### src/rtl/usr_shift_ctrl.sv
// Controller sequencing a 4-bit universal shift register for serial tx/rx.
// Optional parity cycle enabled by defining USR_CTRL_PARITY_EN.
module usr_shift_ctrl (
  input  logic       clk,
  input  logic       rst,
  input  logic       cmd_valid,
  output logic       cmd_ready,
  input  logic       cmd_op,
  input  logic       cmd_dir,
  input  logic [3:0] cmd_data,
  input  logic       rx_bit,
  output logic       tx_bit,
  output logic       tx_en,
  output logic [1:0] usr_mode,
  output logic [3:0] usr_data_in,
  output logic       usr_serial_in,
  input  logic [3:0] usr_data_out,
  output logic       rsp_valid,
  output logic [3:0] rsp_data,
  output logic       rsp_err
);

  typedef enum logic [2:0] {
    S_IDLE,
    S_LOAD,
    S_SHIFT,
    S_PARITY,
    S_DONE
  } state_t;

  state_t     state_q, state_d;
  logic [1:0] cnt_q, cnt_d;
  logic       op_q, op_d;
  logic       dir_q, dir_d;
  logic [3:0] data_q, data_d;
`ifdef USR_CTRL_PARITY_EN
  logic       par_q, par_d;
`endif

  always_ff @(posedge clk or posedge rst) begin
    if (rst) begin
      state_q <= S_IDLE;
      cnt_q   <= 2'd0;
      op_q    <= 1'b0;
      dir_q   <= 1'b0;
      data_q  <= 4'd0;
`ifdef USR_CTRL_PARITY_EN
      par_q   <= 1'b0;
`endif
    end else begin
      state_q <= state_d;
      cnt_q   <= cnt_d;
      op_q    <= op_d;
      dir_q   <= dir_d;
      data_q  <= data_d;
`ifdef USR_CTRL_PARITY_EN
      par_q   <= par_d;
`endif
    end
  end

  always_comb begin
    state_d       = state_q;
    cnt_d         = cnt_q;
    op_d          = op_q;
    dir_d         = dir_q;
    data_d        = data_q;
`ifdef USR_CTRL_PARITY_EN
    par_d         = par_q;
`endif
    cmd_ready     = 1'b0;
    tx_bit        = 1'b1;
    tx_en         = 1'b0;
    usr_mode      = 2'b00;
    usr_data_in   = 4'd0;
    usr_serial_in = 1'b0;
    rsp_valid     = 1'b0;
    rsp_data      = 4'd0;
    rsp_err       = 1'b0;

    unique case (state_q)
      S_IDLE: begin
        cmd_ready = 1'b1;
        if (cmd_valid) begin
          op_d    = cmd_op;
          dir_d   = cmd_dir;
          data_d  = cmd_data;
          cnt_d   = 2'd0;
          state_d = cmd_op ? S_SHIFT : S_LOAD;
        end
      end
      S_LOAD: begin
        usr_mode    = 2'b11;
        usr_data_in = data_q;
        state_d     = S_SHIFT;
      end
      S_SHIFT: begin
        usr_mode = dir_q ? 2'b10 : 2'b01;
        cnt_d    = cnt_q + 2'd1;
        if (!op_q) begin
          tx_en  = 1'b1;
          tx_bit = dir_q ? usr_data_out[3] : usr_data_out[0];
        end else begin
          usr_serial_in = rx_bit;
        end
        if (cnt_q == 2'd3) begin
`ifdef USR_CTRL_PARITY_EN
          state_d = S_PARITY;
`else
          state_d = S_DONE;
`endif
        end
      end
      S_PARITY: begin
`ifdef USR_CTRL_PARITY_EN
        // Even parity over the word as originally commanded
        if (!op_q) begin
          tx_en  = 1'b1;
          tx_bit = ^data_q;
        end else begin
          par_d = rx_bit;
        end
        state_d = S_DONE;
`else
        state_d = S_IDLE;
`endif
      end
      S_DONE: begin
        rsp_valid = 1'b1;
        rsp_data  = usr_data_out;
`ifdef USR_CTRL_PARITY_EN
        rsp_err   = op_q & (par_q ^ (^usr_data_out));
`endif
        state_d   = S_IDLE;
      end
      default: state_d = S_IDLE;
    endcase
  end

endmodule

### config.mk
export PLATFORM = sky130hd
export DESIGN_NAME = usr_shift_ctrl
export DESIGN_NICKNAME = d
export VERILOG_FILES = /design/src/rtl/usr_shift_ctrl.sv
export SDC_FILE = /design/constraint.sdc
export NUM_CORES = 1
export LEC_CHECK = 0
export BUFFER_PORTS_ARGS = -buffer_cell sky130_fd_sc_hd__buf_2
export CAP_MARGIN = 30
export CORE_UTILIZATION = 30
export CTS_CLUSTER_DIAMETER = 40
export DETAILED_ROUTE_END_ITERATION = 8
export PLACE_DENSITY = 0.55
export SYNTH_ARGS = -nofsm -noshare
export SYNTH_HDL_FRONTEND = slang
export SYNTH_SLANG_ARGS = --single-unit
### constraint.sdc
create_clock -name clk -period 1.2 [get_ports clk]
set_input_delay 0.06 -clock clk [delete_from_list [all_inputs] [get_ports clk]]
set_output_delay 0.06 -clock clk [all_outputs]
set_load 0.02 [all_outputs]
# Yosys cells after proc, flatten, opt, wreduce, memory -nomap -nowiden
# Index checks and enable logic that the tools add are counted.
classes:
  n_mul: 0
  n_lt_le_gt_ge: 0
  div: 0
  bitwise_logic: 0
  eq_ne: 6
  mux: 19
  n_reduce_logical: 5
  add_sub_neg: 1
  shift: 0
ops:
  columns: ["operator", "n"]
  rows:
  - ["$mux 1", 9]
  - ["$pmux 3 s3", 1]
  - ["$mux 4", 2]
  - ["$pmux 2 s2", 2]
  - ["$mux 2", 3]
  - ["$mux 3", 2]
  - ["$reduce_and 2->1", 3]
  - ["$ne 2x2->1 const B", 2]
  - ["$eq 3x1->1 const B", 1]
  - ["$eq 3x2->1 const B", 1]
  - ["$eq 3x3->1 const B", 1]
  - ["$logic_not 3->1", 1]
  - ["$add 2x1->2 const B", 1]
  - ["$eq 2x2->1 const B", 1]
  - ["$reduce_bool 2->1", 1]
word_totals:
  wordCells: 36
  ram_bits: 0
  ff_bits: 11
  out_inout_bits: 16
  latch_bits: 0
  n_memories: 0
  rom_bits: 0
  in_bits: 14

# Depth between registers and ports, before layout
# Gate-level depths: netlist of run 1.
depth:
  word_depth: 3
  mapped_depth: 5
  ltp_nobuf: 3

# Worst setup path before layout of run 1
# OpenSTA, ideal clock, no wires.
synth_timing:
  kind: "flip-flop to output port"
  from: "register state_q[1]"
  to: "output rsp_data[0]"
  path_stages_with_launch: 4
  slack_ns: -0.347
  t_arrival_ns: 1.487
  cell_sequence: "dfrtp_1 -> buf_4 -> nor3b_1 -> and2_1"
synth_via:
  elab_chain_cells: 2
synth_rtl:
  columns: ["item", "line", "text"]
  rows:
  - ["from (decl)", "31", "state_t state_q, state_d;"]
  - ["from (signal assigned)", "51", "state_q <= state_d;"]
  - ["$eq 3x3->1", "81", "unique case (state_q)"]
  - ["$mux 4", "81", null]
  - ["to (decl)", "19", "output logic [3:0] rsp_data,"]
# No other way between the ends.

# Worst setup path after layout of run 1
layout_timing:
  from: "register state_q[0]"
  to: "output usr_mode[0]"
layout_via:
  elab_chain_cells: 2
  word_cells_on_any_way: 3
  classes_between: "eq/ne (2); mux (1)"
layout_rtl:
  columns: ["item", "line", "text"]
  rows:
  - ["$eq 3x2->1 or $eq 3x1->1 (tied branches)", "81", null]
  - ["$pmux 2 s2 *", "81", null]
  - ["to (decl)", "14", "output logic [1:0] usr_mode,"]
# Every way passes the cells marked *; elsewhere a longest branch is shown, timed or not.

==> impl_metrics.env, run 1 <==
export IMPL_vias_per_cell=4.42
export IMPL_startpoint_type="flop"
export IMPL_core_area_sq_um=1940
export IMPL_vias=508
export IMPL_hold_violations=0
export IMPL_busiest_layer="met2"
export IMPL_ff2ff_path_depth=4
export IMPL_grtUsageTotal_pct=12.4
export IMPL_status="complete, but fails checks"
export IMPL_violations="negative setup slack"
export IMPL_fmax_mhz=677
export IMPL_synthCells=52
export IMPL_synth_simple_area_share_pct=22.0
export IMPL_cp_slowest_cell="dfrtp_2"
export IMPL_r2r_end="data_q[1]$_DFFE_PP0P_"
export IMPL_die_area_sq_um=2250
export IMPL_setup_viol=21
export IMPL_crit_path_max_incr_delay_ns=0.45
export IMPL_clkTransAtPathRegs_ns=0.07
export IMPL_fin_crit_sh_pct=123
export IMPL_drc_errors=0
export IMPL_synth_warnings=0
export IMPL_drt_iter0_drc=3
export IMPL_fin_ws_ns=-0.277
export IMPL_dpl_hpwl_microns=937
export IMPL_final_layout_size_suffix_gt1_share_pct=63.6
export IMPL_io_pins=30
export IMPL_die_width_microns=47.4
export IMPL_grt_pass1_vias=453
export IMPL_rrSetupSlack_ns=-0.18
export IMPL_grt_pass1_wl_microns=1860
export IMPL_ys_seq_area_share_pct=44.4
export IMPL_peakVddDrop_uv=1030
export IMPL_endpoint_kind="output port"
export IMPL_hold_end="data_q[3]$_DFFE_PP0P_"
export IMPL_finalCriticalPeriod_ns=1.48
export IMPL_clk_path_buf_depth=2
export IMPL_grt_use_met3_pct=4.53
export IMPL_synth_top_area_share_pct=44.4
export IMPL_power_mw=2.13
export IMPL_ys_types=25
export IMPL_cp_max_fo=6
export IMPL_routed_wl_microns=1270
export IMPL_clk_latency_ns=0.26
export IMPL_synth_seq_cells=11
export IMPL_utilization_pct=48.3
export IMPL_p_leak_nw=0.484
export IMPL_io_buffers=28
export IMPL_slew_violations=0
export IMPL_cts_buffers=3
export IMPL_cts_root_buf="clkbuf_4"
export IMPL_worst_setup_path_type="flop to output port"
export IMPL_placementRows=16
export IMPL_worstPathArrival_ns=1.42
export IMPL_initial_core_util_pct=31.9
export IMPL_syn_nets=67
export IMPL_use_met1_pct=14.3
export IMPL_cts_sinks=11
export IMPL_gp_congestion=0.665
export IMPL_drt_pass1_iterations=3
export IMPL_synth_top_family_by_area="simple AND/OR/NAND/NOR gates"
export IMPL_synthAdderAreaFrac_pct=2.02
export IMPL_fin_worst_skew_ns=0.00210
export IMPL_grt_max_degree=12
export IMPL_synthXorXnorAreaFrac_pct=0
export IMPL_ys_top_cells_by_area="dfrtp_1 44%, mux2_4 15%, and2_1 9.1%"
export IMPL_muxShareOfSynthArea_pct=18.0
export IMPL_synth_edf_count=0
export IMPL_final_nets=104
export IMPL_yosysTopAreaCell="dfrtp_1"
export IMPL_antenna_found_initial=0
export IMPL_hp_class="input port to flop"
export IMPL_cap_viol_max_count=0
export IMPL_rsz0062_at_grt="true"
export IMPL_whs_path_depth=2
export IMPL_pwr_density_cell_nw_per_um2=2270
export IMPL_grt_use_met2_pct=20.0
export IMPL_syn_avg_cell_area_sq_um=11.9
export IMPL_path_cells="or3b_4 > o21bai_2 > buf_6"
export IMPL_fp_dieH_microns=47.4
export IMPL_ant_nets=0
export IMPL_area_delta_synth_final_pct=51.5
export IMPL_cts_tree="yes"
export IMPL_grt_overflow=0
export IMPL_diodes=0
export IMPL_hp_start="cmd_data[3]"
export IMPL_wl_per_cell_microns=11.0
export IMPL_critPathRequiredTime_ns=1.14
export IMPL_synthArstFlopShare_pct=100
export IMPL_reg2reg_from="state_q[0]$_DFFE_PP0P_"
export IMPL_synth_compound_area_share_pct=6.67
export IMPL_synth_flop_cell="dfrtp_1"
export IMPL_syn_area_sq_um=619
export IMPL_h_tree_depth=1
flip-flops by register name, summed over array words and instances (netlist names):
name,count
cnt_q,2
data_q,4
dir_q,1
op_q,1
state_q,3
area by class of cell:
type / count / area [sq um]
tap: 27 / 33.8
inverter: 1 / 3.75
timing repair buffer: 35 / 244
sequential: 11 / 279
clock buffer: 4 / 26.3
multi-input combinational: 37 / 352
fill: 185 / 1000
timing repair:
action | CTS | global route
gates resized for setup | 19 | 6
endpoints found under the hold margin | 12 | 0
setup buffers | 2 | 0
setup endpoints to repair | 22 | 23
gates cloned | 0 | 0
hold buffers | 2 | 0
pin swaps | 3 | 2
logic make-up after synthesis:
group,count (synthesis)
simple gates,21
flops,11
mux,8
compound gates,6
buf+inv,4
fa+ha+maj,1
other cells,1
through the flow:
| stage | cell area [sq um] | setup slack (ns) | setup TNS [ns] | hold WS [ns] | std cells |
|---|---|---|---|---|---|
| after floorplan | 644 | -0.252 | -1.82 | -0.0876 | 52 |
| after global placement | 806 | -0.0987 | -0.880 | 0.0779 | 107 |
| after detailed placement | 806 | -0.137 | -1.21 | 0.0779 | 107 |
| after CTS | 918 | -0.290 | -4.79 | 0.00897 | 115 |
| after global routing | 938 | -0.343 | -5.79 | 0.00437 | 115 |
| final | 938 | -0.277 | -4.49 | 0.0187 | 115 |
report_power, final:
part	internal (mW)	leakage, nW	switching (mW)
registers	0.543	0.131	0.155
logic	0.679	0.339	0.502
clock network	0.129	0.0150	0.125
worst max-delay path by stage:
stage | start | cells after the start | slack [ns] | end
2_1_floorplan | state_q[2]$_DFFE_PP0P_ | 4 | -0.25 | data_q[0]$_DFFE_PP0P_
5_1_grt | state_q[0]$_DFFE_PP0P_ | 3 | -0.34 | usr_mode[0]
6_report | state_q[0]$_DFFE_PP0P_ | 3 | -0.28 | usr_mode[0]
4_1_cts | state_q[0]$_DFFE_PP0P_ | 4 | -0.29 | tx_bit
3_3_place_gp | state_q[0]$_DFFE_PP0P_ | 3 | -0.1 | data_q[3]$_DFFE_PP0P_
3_5_place_dp | state_q[2]$_DFFE_PP0P_ | 3 | -0.14 | data_q[3]$_DFFE_PP0P_
routing by layer:
metal  vias to the layer above  share of wire (%)  wire (microns)
met5                         -                  0               0
met4                         0               0.95              12
met3                         2                6.6              84
met2                        23                 46             584
met1                       234                 46             584
li1                        249                  -               -
worst max-delay path: cells and delay by family (launching register included):
family	cells	cell delay (ns)
AOI/OAI and AO/OA	1	0.14
buffers and inverters	1	0.13
DFF	1	0.45
and+or+nand+nor	1	0.43
synthesized netlist by cell type (2+ instances only):
master	instances
and2_1	9
and3_1	2
buf_4	2
dfrtp_1	11
mux2_4	6
nor2_1	2
nor3b_1	2
cell usage in the layout (no fill, tap or decap):
master	netlist	final
nor3b_1	2	1
o21ai_0	1	1
buf_4	2	6
o31ai_1	1	1
nand3b_1	1	1
nor2_2	0	1
a21o_1	1	1
inv_1	1	1
clkbuf_4	0	3
nor2_4	0	1
or3b_4	0	1
nor3_4	0	1
and2_1	9	8
buf_2	0	20
and3_1	2	2
conb_1	1	1
nor3b_4	0	1
o21bai_2	0	1
dfrtp_1	11	8
mux2_2	1	1
and2_4	1	2
ha_1	1	1
nand2_2	0	1
a21oi_1	1	1
buf_6	0	7
dlygate4sd3_1	0	2
nor2b_4	0	1
mux2_4	6	6
clkbuf_1	0	1
dfrtp_2	0	3
mux2i_1	1	1
a22o_1	1	1
Power figures use the tool's default switching activity.
==> inputs of run 2 (changes only) <==
--- a/config.mk
+++ b/config.mk
@@ -7,10 +7,10 @@
 export LEC_CHECK = 0
 export BUFFER_PORTS_ARGS = -buffer_cell sky130_fd_sc_hd__buf_2
 export CAP_MARGIN = 30
-export CORE_UTILIZATION = 30
+export CORE_UTILIZATION = 39
 export CTS_CLUSTER_DIAMETER = 40
 export DETAILED_ROUTE_END_ITERATION = 8
-export PLACE_DENSITY = 0.55
+export PLACE_DENSITY = 0.69
 export SYNTH_ARGS = -nofsm -noshare
 export SYNTH_HDL_FRONTEND = slang
 export SYNTH_SLANG_ARGS = --single-unit
==> impl_metrics.env, run 2 (synthesis gave the netlist of run 1 again) <==
export IMPL_grtUsageTotal_pct=17.4
export IMPL_crit_family="simple AND/OR/NAND/NOR gates"
export IMPL_drt_iter0_drc=1
export IMPL_finalSetupTns_ns=-4.57
export IMPL_grt_pass1_wl_microns=2270
export IMPL_fin_ws_ns=-0.278
export IMPL_status="complete, but fails checks"
export IMPL_fmax_mhz=676
export IMPL_fin_hold_ws_ns=0.0209
export IMPL_crit_buf_inv=1
export IMPL_h_tree_depth=1
export IMPL_routed_wl_microns=1230
export IMPL_critPathRequiredTime_ns=1.14
export IMPL_die_width_microns=41.9
export IMPL_cp_max_fo=6
export IMPL_final_nets=105
export IMPL_finalCriticalPeriod_ns=1.48
export IMPL_p_leak_nw=0.490
export IMPL_final_layout_size_suffix_gt1_share_pct=65.2
export IMPL_dp_cells=97
export IMPL_fp_dieH_microns=41.9
export IMPL_drt_pass1_iterations=2
export IMPL_cap_viol_max_count=0
export IMPL_cts_buffers=3
export IMPL_clk_path_buf_depth=2
export IMPL_fin_cells=105
export IMPL_antenna_found_initial=0
export IMPL_power_mw=2.13
export IMPL_die_area_sq_um=1750
export IMPL_cts_tree="yes"
export IMPL_fin_crit_sh_pct=123
export IMPL_violations="negative setup slack"
export IMPL_hp_class="input port to flop"
export IMPL_cts_root_buf="clkbuf_4"
export IMPL_cp_slowest_cell="dfrtp_2"
export IMPL_final_common_cell="buf_2"
export IMPL_io_pins=30
export IMPL_setup_viol=22
export IMPL_post_route_cell_area_sq_um=931
export IMPL_grt_max_degree=12
export IMPL_gp_congestion=0.696
export IMPL_peakVddDrop_uv=1060
export IMPL_top_register="data_q"
export IMPL_rsz0062_at_grt="true"
export IMPL_slew_violations=0
export IMPL_vias=493
export IMPL_place_ws_ns=-0.127
export IMPL_cts_sinks=11
export IMPL_io_buffers=28
export IMPL_clkTransAtPathRegs_ns=0.07
export IMPL_final_cell_mix="20 x buf_2, 8 x dfrtp_1, 8 x buf_4, 7 x and2_1"
export IMPL_area_delta_synth_final_pct=50.3
export IMPL_hold_violations=0
export IMPL_clk_latency_ns=0.26
export IMPL_worst_setup_path_type="flop to output port"
export IMPL_fin_worst_skew_ns=0.000489
export IMPL_largest_reg_flops=4
export IMPL_ant_nets=0
export IMPL_path_cells="or3b_4 > nor2_4 > nand2_2 > buf_6"
export IMPL_worstPathArrival_ns=1.42
export IMPL_endpoint_kind="output port"
export IMPL_drc_errors=0
export IMPL_placementRows=14
export IMPL_wl_per_cell_microns=11.7
export IMPL_utilization_pct=62.5
export IMPL_grt_pass1_vias=521
export IMPL_place_area_sq_um=800
export IMPL_core_area_sq_um=1490
export IMPL_diodes=0
export IMPL_initial_core_util_pct=41.6
export IMPL_pwr_density_cell_nw_per_um2=2290
export IMPL_top_regs="data_q (4), state_q (3), cnt_q (2)"
export IMPL_startpoint_type="flop"
export IMPL_vias_per_cell=4.70
export IMPL_grt_overflow=0
export IMPL_dpl_hpwl_microns=959
export IMPL_crit_path_max_incr_delay_ns=0.46
-- run 2: cell types whose count changed in the layout (fill, tap and decap cells not counted), sizes merged --
cell / previous run / this run
buf: 33 / 34
-- run 2: path summary, 6_finish.rpt --
path	from	cells past startpoint	end	slack (ns)
worst max-delay path	state_q[2]$_DFFE_PP0P_	4	tx_bit	-0.28
worst max register to register	state_q[0]$_DFFE_PP0P_	4	data_q[0]$_DFFE_PP0P_	-0.22
worst min register to register	data_q[0]$_DFFE_PP0P_	1	data_q[0]$_DFFE_PP0P_	0.51
min in group asynchronous	rst	3	data_q[1]$_DFFE_PP0P_	0.32
max in group asynchronous	rst	3	state_q[0]$_DFFE_PP0P_	0.57
worst min-delay path	cmd_data[3]	2	data_q[3]$_DFFE_PP0P_	0.02
-- run 2: final cells by class --
class                      instances  area, sq um
sequential                        11          279
inverter                           1         3.75
multi-input combinational         37          354
tap                               16         20.0
clock buffer                       4         26.3
timing repair buffer              36          248
fill                             129          558
-- run 2: per-layer routing --
layer | vias up | part of all wire, % | GRT usage [%]
li1 | 248 | - | -
met1 | 226 | 44 | 22.5
met2 | 17 | 50 | 26.9
met3 | 2 | 4.4 | 2.61
met4 | 0 | 0.81 | 11.6
met5 | - | 0 | 0
-- run 2: timing repair --
| item | in CTS | in global routing |
|---|---|---|
| gates cloned | 0 | 0 |
| setup buffers | 0 | 2 |
| gates resized for setup | 10 | 15 |
| hold endpoints to repair | 12 | 0 |
| endpoints found under the setup margin | 22 | 22 |
| hold buffers | 2 | 0 |
| pin swaps | 2 | 6 |
-- run 2: power by group --
part	switching [mW]	internal, mW	leakage (nW)
clock network	0.120	0.129	0.0150
logic	0.506	0.694	0.344
registers	0.143	0.543	0.131
total	0.769	1.37	0.490
==> inputs of run 3 (changes only) <==
--- a/config.mk
+++ b/config.mk
@@ -5,12 +5,13 @@
 export SDC_FILE = /design/constraint.sdc
 export NUM_CORES = 1
 export LEC_CHECK = 0
+export ABC_AREA = 1
 export BUFFER_PORTS_ARGS = -buffer_cell sky130_fd_sc_hd__buf_2
 export CAP_MARGIN = 30
-export CORE_UTILIZATION = 39
+export CORE_UTILIZATION = 40
 export CTS_CLUSTER_DIAMETER = 40
 export DETAILED_ROUTE_END_ITERATION = 8
-export PLACE_DENSITY = 0.69
+export PLACE_DENSITY = 0.7
 export SYNTH_ARGS = -nofsm -noshare
 export SYNTH_HDL_FRONTEND = slang
 export SYNTH_SLANG_ARGS = --single-unit
==> impl_metrics.env, run 3 <==
export IMPL_fin_worst_skew_ns=0.00734
export IMPL_ys_types=16
export IMPL_drc_errors=0
export IMPL_area_delta_synth_final_pct=65.8
export IMPL_ys_seq_area_share_pct=43.0
export IMPL_syn_nets=107
export IMPL_dp_cells=135
export IMPL_syn_avg_cell_area_sq_um=6.96
export IMPL_finalCriticalPeriod_ns=1.36
export IMPL_rsz0062_at_grt="true"
export IMPL_path_cells="nor2_4 > nand2_4 > nor2_4 > nand3_2 > buf_2"
export IMPL_status="complete, but fails checks"
export IMPL_final_layout_size_suffix_gt1_share_pct=47.7
export IMPL_dpl_hpwl_microns=1030
export IMPL_cts_sinks=11
export IMPL_syn_area_sq_um=641
export IMPL_yosysTopAreaCell="dfrtp_1"
export IMPL_crit_family="flip-flops"
export IMPL_yosys_top_cells_count="25 x nand2_1, 19 x inv_1, 12 x nor2_1, 11 x dfrtp_1, 7 x nand4_1"
export IMPL_synthCells=92
export IMPL_ant_nets=0
export IMPL_initial_core_util_pct=42.5
export IMPL_grt_max_degree=12
export IMPL_p_leak_nw=0.590
export IMPL_fmax_mhz=736
export IMPL_vias=712
export IMPL_peakVddDrop_uv=1300
export IMPL_final_cell_mix="23 x nand2_1, 16 x inv_1, 15 x buf_2, 11 x buf_6, 11 x buf_4"
export IMPL_crit_path_max_incr_delay_ns=0.47
export IMPL_top_register="data_q"
export IMPL_grt_pass1_vias=620
export IMPL_die_width_microns=42.0
export IMPL_fp_dieH_microns=42.0
export IMPL_hp_class="input port to flop"
export IMPL_cts_buffers=3
export IMPL_yosysMostFrequentCell="nand2_1"
export IMPL_cts_tree="yes"
export IMPL_setup_viol=14
export IMPL_wl_per_cell_microns=11.2
export IMPL_final_nets=148
export IMPL_diodes=0
export IMPL_pwr_density_cell_nw_per_um2=2440
export IMPL_cp_max_fo=5
export IMPL_endpoint_kind="output port"
export IMPL_gp_congestion=0.735
export IMPL_placementRows=14
export IMPL_top_regs="data_q (4), state_q (3), cnt_q (2)"
export IMPL_fin_crit_sh_pct=113
export IMPL_io_pins=30
export IMPL_utilization_pct=70.5
export IMPL_crit_buf_inv=1
export IMPL_synth_seq_cells=11
export IMPL_cts_root_buf="clkbuf_4"
export IMPL_worstPathArrival_ns=1.30
export IMPL_fin_cells=148
export IMPL_antenna_found_initial=0
export IMPL_grtUsageTotal_pct=19.3
export IMPL_synth_warnings=0
export IMPL_synth_flop_cell="dfrtp_1"
export IMPL_synth_top_area_share_pct=43.0
export IMPL_clk_path_buf_depth=2
export IMPL_clk_latency_ns=0.27
export IMPL_drt_pass1_iterations=4
export IMPL_grt_pass1_wl_microns=2560
export IMPL_cp_slowest_cell="dfrtp_2"
export IMPL_clkTransAtPathRegs_ns=0.07
export IMPL_cap_viol_max_count=0
export IMPL_h_tree_depth=1
export IMPL_violations="negative setup slack"
export IMPL_synthArstFlopShare_pct=100
export IMPL_cpMostUsedCell="nor2_4"
export IMPL_startpoint_type="flop"
export IMPL_fin_hold_ws_ns=0.0325
export IMPL_io_buffers=28
export IMPL_vias_per_cell=4.81
export IMPL_core_area_sq_um=1510
export IMPL_routed_wl_microns=1660
export IMPL_critPathRequiredTime_ns=1.14
export IMPL_grt_overflow=0
export IMPL_synth_edf_count=0
export IMPL_ys_top_cells_by_area="dfrtp_1 43%, nand2_1 15%, inv_1 11%"
export IMPL_final_common_cell="nand2_1"
export IMPL_drt_iter0_drc=8
export IMPL_die_area_sq_um=1770
export IMPL_largest_reg_flops=4
export IMPL_slew_violations=0
export IMPL_worst_setup_path_type="flop to output port"
export IMPL_fin_ws_ns=-0.159
export IMPL_hold_violations=0
==> run 3: logic make-up after synthesis <==
group	share of synthesized area, %
buffers and inverters	13.7
adders and majority gates	1.95
DFF	43.0
other	0.585
AOI/OAI and AO/OA	2.34
and+or+nand+nor	38.5
==> run 3: area by class of cell <==
cell class	instances	area [sq um]
tap	16	20.0
fill	101	444
sequential	11	279
inverter	20	77.6
multi-input combinational	59	368
clock buffer	4	26.3
timing repair buffer	38	292
==> run 3: report_power, final <==
| part | internal (mW) | switching, mW |
|---|---|---|
| combinational | 0.701 | 0.918 |
| sequential | 0.544 | 0.170 |
| clock | 0.129 | 0.126 |
| total | 1.37 | 1.21 |
==> run 3: worst register-to-register path: stages (launching register included) <==
cell and delay, ns:
dfrtp_2 0.45, nor2_4 0.15, buf_4 0.12, buf_6 0.11, nand3_4 0.09, nand2_1 0.08, nand2_1 0.05
==> run 3: through the flow <==
step | setup WS, ns | area (sq um) | power [mW] | TNS, ns
finish | -0.159 | 1060 | 2.59 | -1.16
detailed placement | 0.0177 | 801 | 1.74 | 0
global placement | 0.0935 | 801 | 1.70 | 0
CTS | -0.138 | 936 | 2.30 | -0.973
floorplan | -0.0524 | 646 | 1.42 | -0.105
global route | -0.232 | 1060 | 2.80 | -2.22
==> run 3: final timing paths <==
| check | from | to | slack, ns | cells past startpoint |
|---|---|---|---|---|
| worst max-delay path | state_q[0]$_DFFE_PP0P_ | tx_bit | -0.16 | 5 |
| worst min-delay path | cmd_data[0] | data_q[0]$_DFFE_PP0P_ | 0.03 | 3 |
| max in group asynchronous | rst | state_q[2]$_DFFE_PP0P_ | 0.55 | 3 |
| worst min register to register | data_q[1]$_DFFE_PP0P_ | data_q[1]$_DFFE_PP0P_ | 0.47 | 2 |
| min in group asynchronous | rst | data_q[1]$_DFFE_PP0P_ | 0.32 | 3 |
| worst max register to register | state_q[2]$_DFFE_PP0P_ | data_q[3]$_DFFE_PP0P_ | 0.04 | 6 |
==> run 3: routing by layer <==
layer  vias to the layer above  track usage, %  part of all wire [%]
met2                        31            31.6                    51
met3                         5            3.88                   4.6
met1                       312            24.5                    42
met5                         -               0                     0
met4                         0            9.38                   2.0
li1                        364               -                     -
==> run 3: timing repair <==
| item | 4_1_cts | 5_1_grt |
|---|---|---|
| hold buffers | 1 | 0 |
| pin swaps | 3 | 6 |
| gates resized for setup | 25 | 30 |
| endpoints found under the hold margin | 11 | 0 |
| setup endpoints to repair | 15 | 16 |
| buffers inserted | 5 | 3 |
